`config.mk`:
```
export PLATFORM = sky130hd
export DESIGN_NAME = mr_lsu
export DESIGN_NICKNAME = d
export VERILOG_FILES = /design/src/rtl/mr_lsu_pkg.sv /design/src/rtl/mr_lsu_extract.sv /design/src/rtl/mr_lsu.sv
export SDC_FILE = /design/constraint.sdc
export NUM_CORES = 1
export LEC_CHECK = 0
export CAP_MARGIN = 30
export CORE_MARGIN = 2
export CORE_UTILIZATION = 44
export DETAILED_ROUTE_END_ITERATION = 7
export PLACE_DENSITY = 0.8
export SLEW_MARGIN = 5
export SYNTH_ARGS = -nofsm -noshare
export SYNTH_HDL_FRONTEND = slang
export SYNTH_SLANG_ARGS = --single-unit
```
`constraint.sdc`:
```
create_clock -name clk -period 3.8 [get_ports clk]
set_input_delay 0.76 -clock clk [delete_from_list [all_inputs] [get_ports clk]]
set_output_delay 0.76 -clock clk [all_outputs]
set_load 0.02 [all_outputs]
```
`src/rtl/mr_lsu_pkg.sv`:
```
// mr_lsu_pkg: shared configuration and types for the load/store unit.
//   XLEN / REGSEL_BITS / MEM_OP_BITS / MEM_SZ_BITS configuration values,
//   the ALU-op, mem-op and access-size enums, and the size helper.
`ifndef XLEN
`define XLEN 32
`endif
`ifndef REGSEL_BITS
`define REGSEL_BITS 5
`endif
`ifndef MEM_OP_BITS
`define MEM_OP_BITS 2
`endif
`ifndef MEM_SZ_BITS
`define MEM_SZ_BITS 2
`endif

package mr_lsu_pkg;

  localparam int unsigned XLEN        = `XLEN;
  localparam int unsigned REGSEL_BITS = `REGSEL_BITS;
  localparam int unsigned MEM_OP_BITS = `MEM_OP_BITS;
  localparam int unsigned MEM_SZ_BITS = `MEM_SZ_BITS;

  typedef enum logic [3:0] {
    ALU_ADD  = 4'd0,
    ALU_SUB  = 4'd1,
    ALU_AND  = 4'd2,
    ALU_OR   = 4'd3,
    ALU_XOR  = 4'd4,
    ALU_SLL  = 4'd5,
    ALU_SRL  = 4'd6,
    ALU_SRA  = 4'd7,
    ALU_SLT  = 4'd8,
    ALU_SLTU = 4'd9
  } e_aluops;

  typedef enum logic [`MEM_OP_BITS-1:0] {
    MEM_NOP   = 2'd0,
    MEM_LOAD  = 2'd1,
    MEM_STORE = 2'd2
  } e_memop;

  typedef enum logic [`MEM_SZ_BITS-1:0] {
    SZ_B = 2'd0,
    SZ_H = 2'd1,
    SZ_W = 2'd2
  } e_memsz;

  // The unused size encoding 3 behaves as a word access.
  function automatic logic [`MEM_SZ_BITS-1:0] norm_size(input logic [`MEM_SZ_BITS-1:0] sz);
    return (sz == 2'd3) ? SZ_W : sz;
  endfunction

endpackage

```
`src/rtl/mr_lsu_extract.sv`:
```
// mr_lsu_extract: combinational load-data alignment and extension.
//   rdata     - raw bus read word
//   offset    - byte offset of the access inside the word
//   size      - access size (SZ_B / SZ_H / SZ_W, 3 = word)
//   is_signed - sign-extend instead of zero-extend
//   result    - right-aligned, extended load value
module mr_lsu_extract
  import mr_lsu_pkg::*;
(
  input  logic [XLEN-1:0]        rdata,
  input  logic [1:0]             offset,
  input  logic [MEM_SZ_BITS-1:0] size,
  input  logic                   is_signed,
  output logic [XLEN-1:0]        result
);

  logic [XLEN-1:0] shifted;

  // Shift the addressed byte lane down to bit 0, then mask/extend.
  always_comb begin
    shifted = rdata >> {offset, 3'b000};
    case (norm_size(size))
      SZ_B:    result = {{(XLEN-8){is_signed & shifted[7]}}, shifted[7:0]};
      SZ_H:    result = {{(XLEN-16){is_signed & shifted[15]}}, shifted[15:0]};
      default: result = shifted;
    endcase
  end

endmodule

```
`src/rtl/mr_lsu.sv`:
```
// mr_lsu: load/store unit between the ALU stage and a simple req/ack bus.
//   clk, rst                      - clock, synchronous active-high reset
//   ls_valid/ls_ready + ls_*      - upstream beat (address/value, reg, op, size, sign, store data)
//   mem_req/we/addr/be/wdata      - bus request, held until mem_ack
//   mem_ack/mem_rdata             - one-cycle completion with read data
//   wb_valid/wb_data/wb_reg       - writeback beat, consumed with wb_ready
//   fault                         - one-cycle pulse on misalignment or bus timeout
module mr_lsu
  import mr_lsu_pkg::*;
#(
  parameter int unsigned TIMEOUT_CYC = 255
) (
  input  logic                   clk,
  input  logic                   rst,
  input  logic                   ls_valid,
  output logic                   ls_ready,
  input  logic [XLEN-1:0]        ls_dest,
  input  logic [REGSEL_BITS-1:0] ls_dest_reg,
  input  logic [MEM_OP_BITS-1:0] ls_memop,
  input  logic [MEM_SZ_BITS-1:0] ls_size,
  input  logic                   ls_signed,
  input  logic [XLEN-1:0]        ls_payload,
  output logic                   mem_req,
  output logic                   mem_we,
  output logic [XLEN-1:0]        mem_addr,
  output logic [3:0]             mem_be,
  output logic [XLEN-1:0]        mem_wdata,
  input  logic                   mem_ack,
  input  logic [XLEN-1:0]        mem_rdata,
  output logic                   wb_valid,
  output logic [XLEN-1:0]        wb_data,
  output logic [REGSEL_BITS-1:0] wb_reg,
  input  logic                   wb_ready,
  output logic                   fault
);

  localparam logic [1:0] S_IDLE = 2'd0;
  localparam logic [1:0] S_BUS  = 2'd1;
  localparam logic [1:0] S_WB   = 2'd2;

  localparam logic [7:0] TMO_LIMIT = 8'(TIMEOUT_CYC);

  logic [1:0]             state_q, state_d;
  logic                   mem_req_q, mem_req_d;
  logic                   mem_we_q, mem_we_d;
  logic [XLEN-1:0]        mem_addr_q, mem_addr_d;
  logic [3:0]             mem_be_q, mem_be_d;
  logic [XLEN-1:0]        mem_wdata_q, mem_wdata_d;
  logic                   wb_valid_q, wb_valid_d;
  logic [XLEN-1:0]        wb_data_q, wb_data_d;
  logic [REGSEL_BITS-1:0] wb_reg_q, wb_reg_d;
  logic                   fault_q, fault_d;
  logic [7:0]             tmo_cnt_q, tmo_cnt_d;
  logic [1:0]             off_q, off_d;
  logic [MEM_SZ_BITS-1:0] size_q, size_d;
  logic                   signed_q, signed_d;
  logic [REGSEL_BITS-1:0] reg_q, reg_d;

  logic                   accept_c;
  logic                   is_load_c;
  logic                   is_store_c;
  logic [MEM_SZ_BITS-1:0] sz_eff_c;
  logic                   misal_c;
  logic [XLEN-1:0]        ld_result_c;

  assign ls_ready = (state_q == S_IDLE) && (!wb_valid_q || wb_ready);

  // Upstream decode; memop 3 falls through as a NOP.
  always_comb begin
    accept_c   = ls_valid && ls_ready;
    is_load_c  = (ls_memop == MEM_LOAD);
    is_store_c = (ls_memop == MEM_STORE);
    sz_eff_c   = norm_size(ls_size);
    misal_c    = ((sz_eff_c == SZ_H) && ls_dest[0]) ||
                 ((sz_eff_c == SZ_W) && (ls_dest[1:0] != 2'b00));
  end

  mr_lsu_extract u_extract (
    .rdata     (mem_rdata),
    .offset    (off_q),
    .size      (size_q),
    .is_signed (signed_q),
    .result    (ld_result_c)
  );

  // Next-state and output logic.
  always_comb begin
    state_d     = state_q;
    mem_req_d   = mem_req_q;
    mem_we_d    = mem_we_q;
    mem_addr_d  = mem_addr_q;
    mem_be_d    = mem_be_q;
    mem_wdata_d = mem_wdata_q;
    wb_valid_d  = wb_valid_q;
    wb_data_d   = wb_data_q;
    wb_reg_d    = wb_reg_q;
    fault_d     = 1'b0;
    tmo_cnt_d   = tmo_cnt_q;
    off_d       = off_q;
    size_d      = size_q;
    signed_d    = signed_q;
    reg_d       = reg_q;

    case (state_q)
      S_IDLE: begin
        if (wb_valid_q && wb_ready) begin
          wb_valid_d = 1'b0;
        end
        if (accept_c) begin
          if (!is_load_c && !is_store_c) begin
            // NOP: pass the ALU result straight to writeback unless reg 0.
            if (ls_dest_reg != '0) begin
              wb_valid_d = 1'b1;
              wb_data_d  = ls_dest;
              wb_reg_d   = ls_dest_reg;
            end
          end else if (misal_c) begin
            fault_d = 1'b1;
          end else begin
            state_d    = S_BUS;
            mem_req_d  = 1'b1;
            mem_we_d   = is_store_c;
            mem_addr_d = {ls_dest[XLEN-1:2], 2'b00};
            tmo_cnt_d  = '0;
            off_d      = ls_dest[1:0];
            size_d     = sz_eff_c;
            signed_d   = ls_signed;
            reg_d      = ls_dest_reg;
            // Lane enables and replicated store data; loads use the same enables.
            case (sz_eff_c)
              SZ_B: begin
                mem_be_d    = 4'b0001 << ls_dest[1:0];
                mem_wdata_d = {4{ls_payload[7:0]}};
              end
              SZ_H: begin
                mem_be_d    = 4'b0011 << ls_dest[1:0];
                mem_wdata_d = {2{ls_payload[15:0]}};
              end
              default: begin
                mem_be_d    = 4'hF;
                mem_wdata_d = ls_payload;
              end
            endcase
          end
        end
      end

      S_BUS: begin
        if (mem_ack) begin
          mem_req_d = 1'b0;
          mem_we_d  = 1'b0;
          mem_be_d  = 4'h0;
          if (!mem_we_q && (reg_q != '0)) begin
            wb_valid_d = 1'b1;
            wb_data_d  = ld_result_c;
            wb_reg_d   = reg_q;
            state_d    = S_WB;
          end else begin
            state_d = S_IDLE;
          end
        end else if (({1'b0, tmo_cnt_q} + 9'd1) == {1'b0, TMO_LIMIT}) begin
          // Ack has priority; only a cycle without ack can expire the wait.
          mem_req_d = 1'b0;
          mem_we_d  = 1'b0;
          mem_be_d  = 4'h0;
          fault_d   = 1'b1;
          tmo_cnt_d = '0;
          state_d   = S_IDLE;
        end else begin
          tmo_cnt_d = tmo_cnt_q + 8'd1;
        end
      end

      S_WB: begin
        if (wb_ready) begin
          wb_valid_d = 1'b0;
          state_d    = S_IDLE;
        end
      end

      default: begin
        state_d = S_IDLE;
      end
    endcase
  end

  // Control state with synchronous reset.
  always_ff @(posedge clk) begin
    if (rst) begin
      state_q    <= S_IDLE;
      mem_req_q  <= 1'b0;
      mem_we_q   <= 1'b0;
      mem_be_q   <= 4'h0;
      wb_valid_q <= 1'b0;
      wb_reg_q   <= '0;
      fault_q    <= 1'b0;
      tmo_cnt_q  <= '0;
      off_q      <= '0;
      size_q     <= '0;
      signed_q   <= 1'b0;
      reg_q      <= '0;
    end else begin
      state_q    <= state_d;
      mem_req_q  <= mem_req_d;
      mem_we_q   <= mem_we_d;
      mem_be_q   <= mem_be_d;
      wb_valid_q <= wb_valid_d;
      wb_reg_q   <= wb_reg_d;
      fault_q    <= fault_d;
      tmo_cnt_q  <= tmo_cnt_d;
      off_q      <= off_d;
      size_q     <= size_d;
      signed_q   <= signed_d;
      reg_q      <= reg_d;
    end
  end

  // Data registers carry no reset.
  always_ff @(posedge clk) begin
    mem_addr_q  <= mem_addr_d;
    mem_wdata_q <= mem_wdata_d;
    wb_data_q   <= wb_data_d;
  end

  assign mem_req   = mem_req_q;
  assign mem_we    = mem_we_q;
  assign mem_addr  = mem_addr_q;
  assign mem_be    = mem_be_q;
  assign mem_wdata = mem_wdata_q;
  assign wb_valid  = wb_valid_q;
  assign wb_data   = wb_data_q;
  assign wb_reg    = wb_reg_q;
  assign fault     = fault_q;

endmodule

```
Yosys cells after proc, flatten, opt, wreduce, memory -nomap -nowiden
Index checks and enable logic that the tools add are counted.
{ "op_classes": {"n_addsub": 2, "n_eq_ne": 20, "n_shift": 3, "muxes": 61, "bitwise": 4, "reduce_logical": 27} }
{ "ops": {"columns": ["cell", "n"], "rows": [
  ["32-bit one-hot mux with 2 select lines", 3],
  ["32-bit two-way mux", 5],
  ["8-bit two-way mux", 5],
  ["32-bit by 5-bit right shift with 32-bit output", 1],
  ["5-bit two-way mux", 5],
  ["1-bit two-way mux", 20],
  ["4-bit two-way mux", 5],
  ["2-bit two-way mux", 9],
  ["4-bit one-hot mux with 2 select lines", 2],
  ["8-bit one-hot mux with 2 select lines", 1],
  ["5-bit AND reduction", 3],
  ["2-bit != test (second input constant)", 7],
  ["2-bit == test (second input constant)", 5],
  ["5-bit one-hot mux with 2 select lines", 1],
  ["5-bit nonzero test", 2],
  ["8-bit by 1-bit adder with 9-bit output (second input constant)", 1],
  ["9-bit by 8-bit == test with 1-bit output (second input constant)", 1],
  ["8-bit by 1-bit adder with 8-bit output (second input constant)", 1],
  ["2-bit by 1-bit == test with 1-bit output (second input constant)", 4],
  ["4-bit AND reduction", 2],
  ["1-bit logical AND", 7],
  ["2-bit zero test", 3],
  ["1-bit one-hot mux with 2 select lines", 3],
  ["2-bit one-hot mux with 3 select lines", 1],
  ["other kinds (12)", 20]
]} }
{ "totals": {"register_bits": 127, "in_bits": 111, "output_inout_bits": 110} }

Depth between registers and ports, before layout
{ "logic_depth": {"depth_word": 9, "mapped_depth": 9, "ltp_nobuf": 7} }

Hierarchy
A second synthesis with hierarchy kept.
{ "hier_totals": {"cells_unflattened": 506, "hier_area_um2": 6053.3} }
{ "modules_own_cells": {"columns": ["module", "instances", "cells_per_inst", "area_per_inst_um2"], "rows": [
  ["mr_lsu", 1, 403, 5353.9],
  ["mr_lsu_extract", 1, 103, 699.4]
]} }

Worst setup path after synthesis
No wires, ideal clock.
{ "synth_path": {"path_type": "input to register", "start": "input port ls_memop[0]", "end": "register mem_addr_q[10], in the netlist mem_addr[10] (enable)", "setup_time_ns": 0.418, "arrival_time_ns": 2.740, "setup_slack_ns": 0.642, "cell_stages": 4, "path_buffers": 0, "path_cell_list": "inv_1 -> ha_1 -> or3_1 -> inv_1"} }
{ "synth_via": {"elab_chain_cells": 5} }
{ "synth_lines": {"columns": ["element", "line", "rtl"], "rows": [
  ["start, declared", "mr_lsu.sv:19", "input logic [MEM_OP_BITS-1:0] ls_memop,"],
  ["2-bit by 1-bit == test with 1-bit output / 2-bit == test (equally long branches)", "mr_lsu.sv:71, mr_lsu.sv:72", null],
  ["1-bit zero test", "mr_lsu.sv:110", "if (!is_load_c && !is_store_c) begin"],
  ["1-bit logical AND (*)", "mr_lsu.sv:110", null],
  ["1-bit NOT (no line) (*)", null, null],
  ["4-bit AND reduction (no line) (*)", null, null],
  ["end signal, assigned", "mr_lsu.sv:220", "mem_addr_q <= mem_addr_d;"],
  ["end, declared", "mr_lsu.sv:46", "logic [XLEN-1:0] mem_addr_q, mem_addr_d;"]
]} }
Every way passes the cells marked *; elsewhere a longest branch is shown, timed or not.
A chain may end at the register's enable or synchronous reset.

Worst setup path in the final report
{ "layout_path": {"start": "input port wb_ready", "end": "output port ls_ready"} }
{ "layout_via": {"elab_chain_cells": 2} }
{ "layout_lines": {"columns": ["element", "line", "rtl"], "rows": [
  ["start, declared", "mr_lsu.sv:33", "input logic wb_ready,"],
  ["1-bit logical OR", "mr_lsu.sv:66", "assign ls_ready = (state_q == S_IDLE) && (!wb_valid_q || wb_ready);"],
  ["1-bit logical AND", "mr_lsu.sv:66", null],
  ["end, declared", "mr_lsu.sv:16", "output logic ls_ready,"]
]} }
No other way between the ends.

==> flow_summary.toml <==
[floorplan]
floorplan.rows = 41
initial_utilization = 0.4553
die_y_um = 118.7
pin_count = 221
die_x_um = 118.7
coreArea_um2 = 12720
die_area_um2 = 14100

[cts]
cts_buffers = 17
cts_root_buf = "clkbuf_16"
cts_setup_buffers = 0
path_clk_slew_ns = 0.06
tritoncts = "done"
ctsHoldBuffers = 0
htree_levels = 4
cts.sinks = 127
cts_max_path_buffers = 2
cts_resized = 0
insertion_delay_ns = 0.42

[yosys]
async_flop_share = 0
yosys_warnings = 0
synth_edf_count = 94
synth_top_area_share = 0.4874
synth_top_area_cell = "edfxtp_1"
ys.flop_type = "edfxtp_1"
synth_seq_area_share = 0.6014
syn-cell-area_um2 = 5792
ys_types = 52
syn_inst = 496
synth_seq_cells = 127
avgSynthCellArea_um2 = 11.68
yosys-top-cells-area = "edfxtp_1, dfxtp_1, mux2i_1"

[worst_setup_path]
end_kind = "primary output"
worstReg2RegEnd = "wb_data[25]$_DFFE_PP_"
crit_family = "buffers and inverters"
r2r_slack_ns = 1.14
critPathSlowestCell = "clkdlybuf4s50_1"
required_ns = 3.04
path_buf_inv = 2
max_stage_delay_ns = 0.61
critical_path_class = "in2out"
crit_chain = "clkdlybuf4s50_1 -> nand2b_1 -> and2_1 -> clkdlybuf4s50_1"
critPathLaunchType = "primary input"
path_common_cell = "clkdlybuf4s50_1"
crit_arrival_ns = 2.17
cp_max_fo = 3
regToRegStartpoint = "off_q[0]$_SDFFE_PP0P_"
r2r_cells = 8

[sta]
worst_pin_slew_ns = 0.9010
fmax_ghz = 0.3414
hold_slack_ns = 0.4801
rsz0062_at_grt = "false"
min_period_ns = 2.929
relSlewSlack = 0.3975
final_hold_viol_count = 0
skew_ns = 0.01021
setup_viol = 0
fin_crit_sh = 0.7707
drv_slew = 0
setup_tns_ns = 0

[drt]
wl_met1_um = 6686
viasPerCell = 5.506
vias = 4944
dr_wl_met3_um = 1630
highest_layer = "met5"
routed-wl-met2_um = 9159
drtAntennaViolNets = 0
wirelength_um = 18120
drtPass1Iterations = 5
wl_per_cell_um = 20.18
drc = 0
first_iter_violations = 462

[min_path]
hold-path-cell-count = 2
hold-path-endpoint = "mem_req$_SDFFE_PP0P_"
holdCritStartpoint = "mem_req$_SDFFE_PP0P_"
holdCritPathClass = "reg2reg"

[cells_and_area]
seq_area_um2 = 3483
areaGrowthSynthToFinish_pct = 51.50
finalNonFillerCells = 898
diodes = 0
multiInputGateArea_um2 = 2147
nFillCells = 935
drive_gt1_frac = 0.1019
nNetsFinal = 830

[status]
status = "completed"

[placement]
routabilityCongestion = 0.8541
port_buffers = 218
hpwlAfterDp_um = 13130
placedCellCount = 866

[pwr]
finalPower_mw = 5.338
powerDensity_nw_per_um2 = 608.3
leakage_nw = 3.158
ir_drop_uv = 409.7

[global_routing]
grt_pass1_wl_um = 27730
grt_usage = 0.2595
antenna_found_initial = 1
grt_max_degree = 48
grt_pass1_vias = 4888
gr-total-overflow = 0

[flow_run]
drv_cap = 0
## how the worst max path moves through the flow
stage,start,to,cells after the start
5_1_grt,wb_ready,ls_ready,4
3_3_place_gp,ls_size[1],mem_addr[22]$_DFFE_PP_,6
3_5_place_dp,ls_size[1],size_q[0]$_SDFFE_PP0P_,8
2_1_floorplan,ls_memop[0],mem_addr[10]$_DFFE_PP_,4
6_report,wb_ready,ls_ready,4
4_1_cts,wb_ready,ls_ready,4
## worst min-delay path: stages, from the launching register on
cell and delay [ns]:
dfxtp_1 0.32, inv_1 0.06, a211oi_2 0.05
## cell usage in the layout, fill, tap and decap left out, types with 8 or more instances in the layout
| master | instances |
|---|---|
| clkdlybuf4s50_1 | 218 |
| edfxtp_1 | 94 |
| nor2_1 | 62 |
| nand2_1 | 41 |
| mux2i_1 | 41 |
| dfxtp_1 | 33 |
| a21oi_1 | 31 |
| mux2_2 | 25 |
| o21ai_0 | 20 |
| clkbuf_16 | 18 |
| nor2b_1 | 17 |
| a211oi_1 | 12 |
| inv_1 | 10 |
| nor3_1 | 9 |
| buf_4 | 9 |
| o22a_1 | 8 |
## cells in the mapped netlist (2+ instances only)
cell type and n:
nor3_1 9, nand4_1 2, edfxtp_1 94, nand2b_1 2, dfxtp_1 33, a31o_1 5
mux2_2 25, o21a_1 3, nor2b_1 17, mux2i_1 41, o21ai_0 20, buf_2 6
inv_1 11, buf_4 2, and2_1 3, nand3_1 6, a21oi_1 31, a211oi_1 12
a31oi_1 2, a22oi_1 3, clkbuf_1 17, nand2_1 41, ha_1 6, nor4_1 4
buf_1 6, nor2_1 62, o22a_1 8
## cell type report
class                      instances  share of cell area
clock buffer                      24             0.05618
clock inverter                     8             0.01426
inverter                          11            0.004706
multi-input combinational        328              0.2447
sequential                       127              0.3970
tap                              172             0.02453
timing repair buffer             228              0.2587
## per-layer routing
| layer | global-route usage | vias up |
|---|---|---|
| met5 | 0 | - |
| met3 | 0.08687 | 45 |
| met1 | 0.2878 | 2367 |
| met4 | 0.1168 | 2 |
| li1 | - | 2255 |
| met2 | 0.4497 | 275 |
## report_power, final
group	internal, mW	total [mW]	switching (mW)
clock	1.11	1.69	0.584
combinational	0.754	1.72	0.961
sequential	1.83	1.93	0.0983
total	3.69	5.34	1.64
## metrics by stage
| step | cell area (µm²) | util | worst slack (ns) |
|---|---|---|---|
| 2_1_floorplan | 5796 | - | 0.6422 |
| 3_3_place_gp | 8157 | 0.6411 | 0.7427 |
| 3_5_place_dp | 8157 | 0.6411 | 0.6498 |
| 4_1_cts | 8775 | 0.6897 | 0.8693 |
| 5_1_grt | 8775 | 0.6897 | 0.8224 |
| 6_report | 8775 | 0.6897 | 0.8713 |
## cells by family (layout without fill, tap and decap cells)
kind of cell	count (synthesis)	count (layout)	share of synthesized area
AOI/OAI and AO/OA	96	96	0.1097
muxes	66	66	0.1195
xor gates and xnor gates	2	2	0.003025
DFF	127	127	0.6014
other	1	2	0.0006475
adders and majority gates	6	6	0.01296
and+or+nand+nor	156	156	0.1229
buffers and inverters	42	271	0.02981
Note: power is estimated with default switching activity, not from simulation.
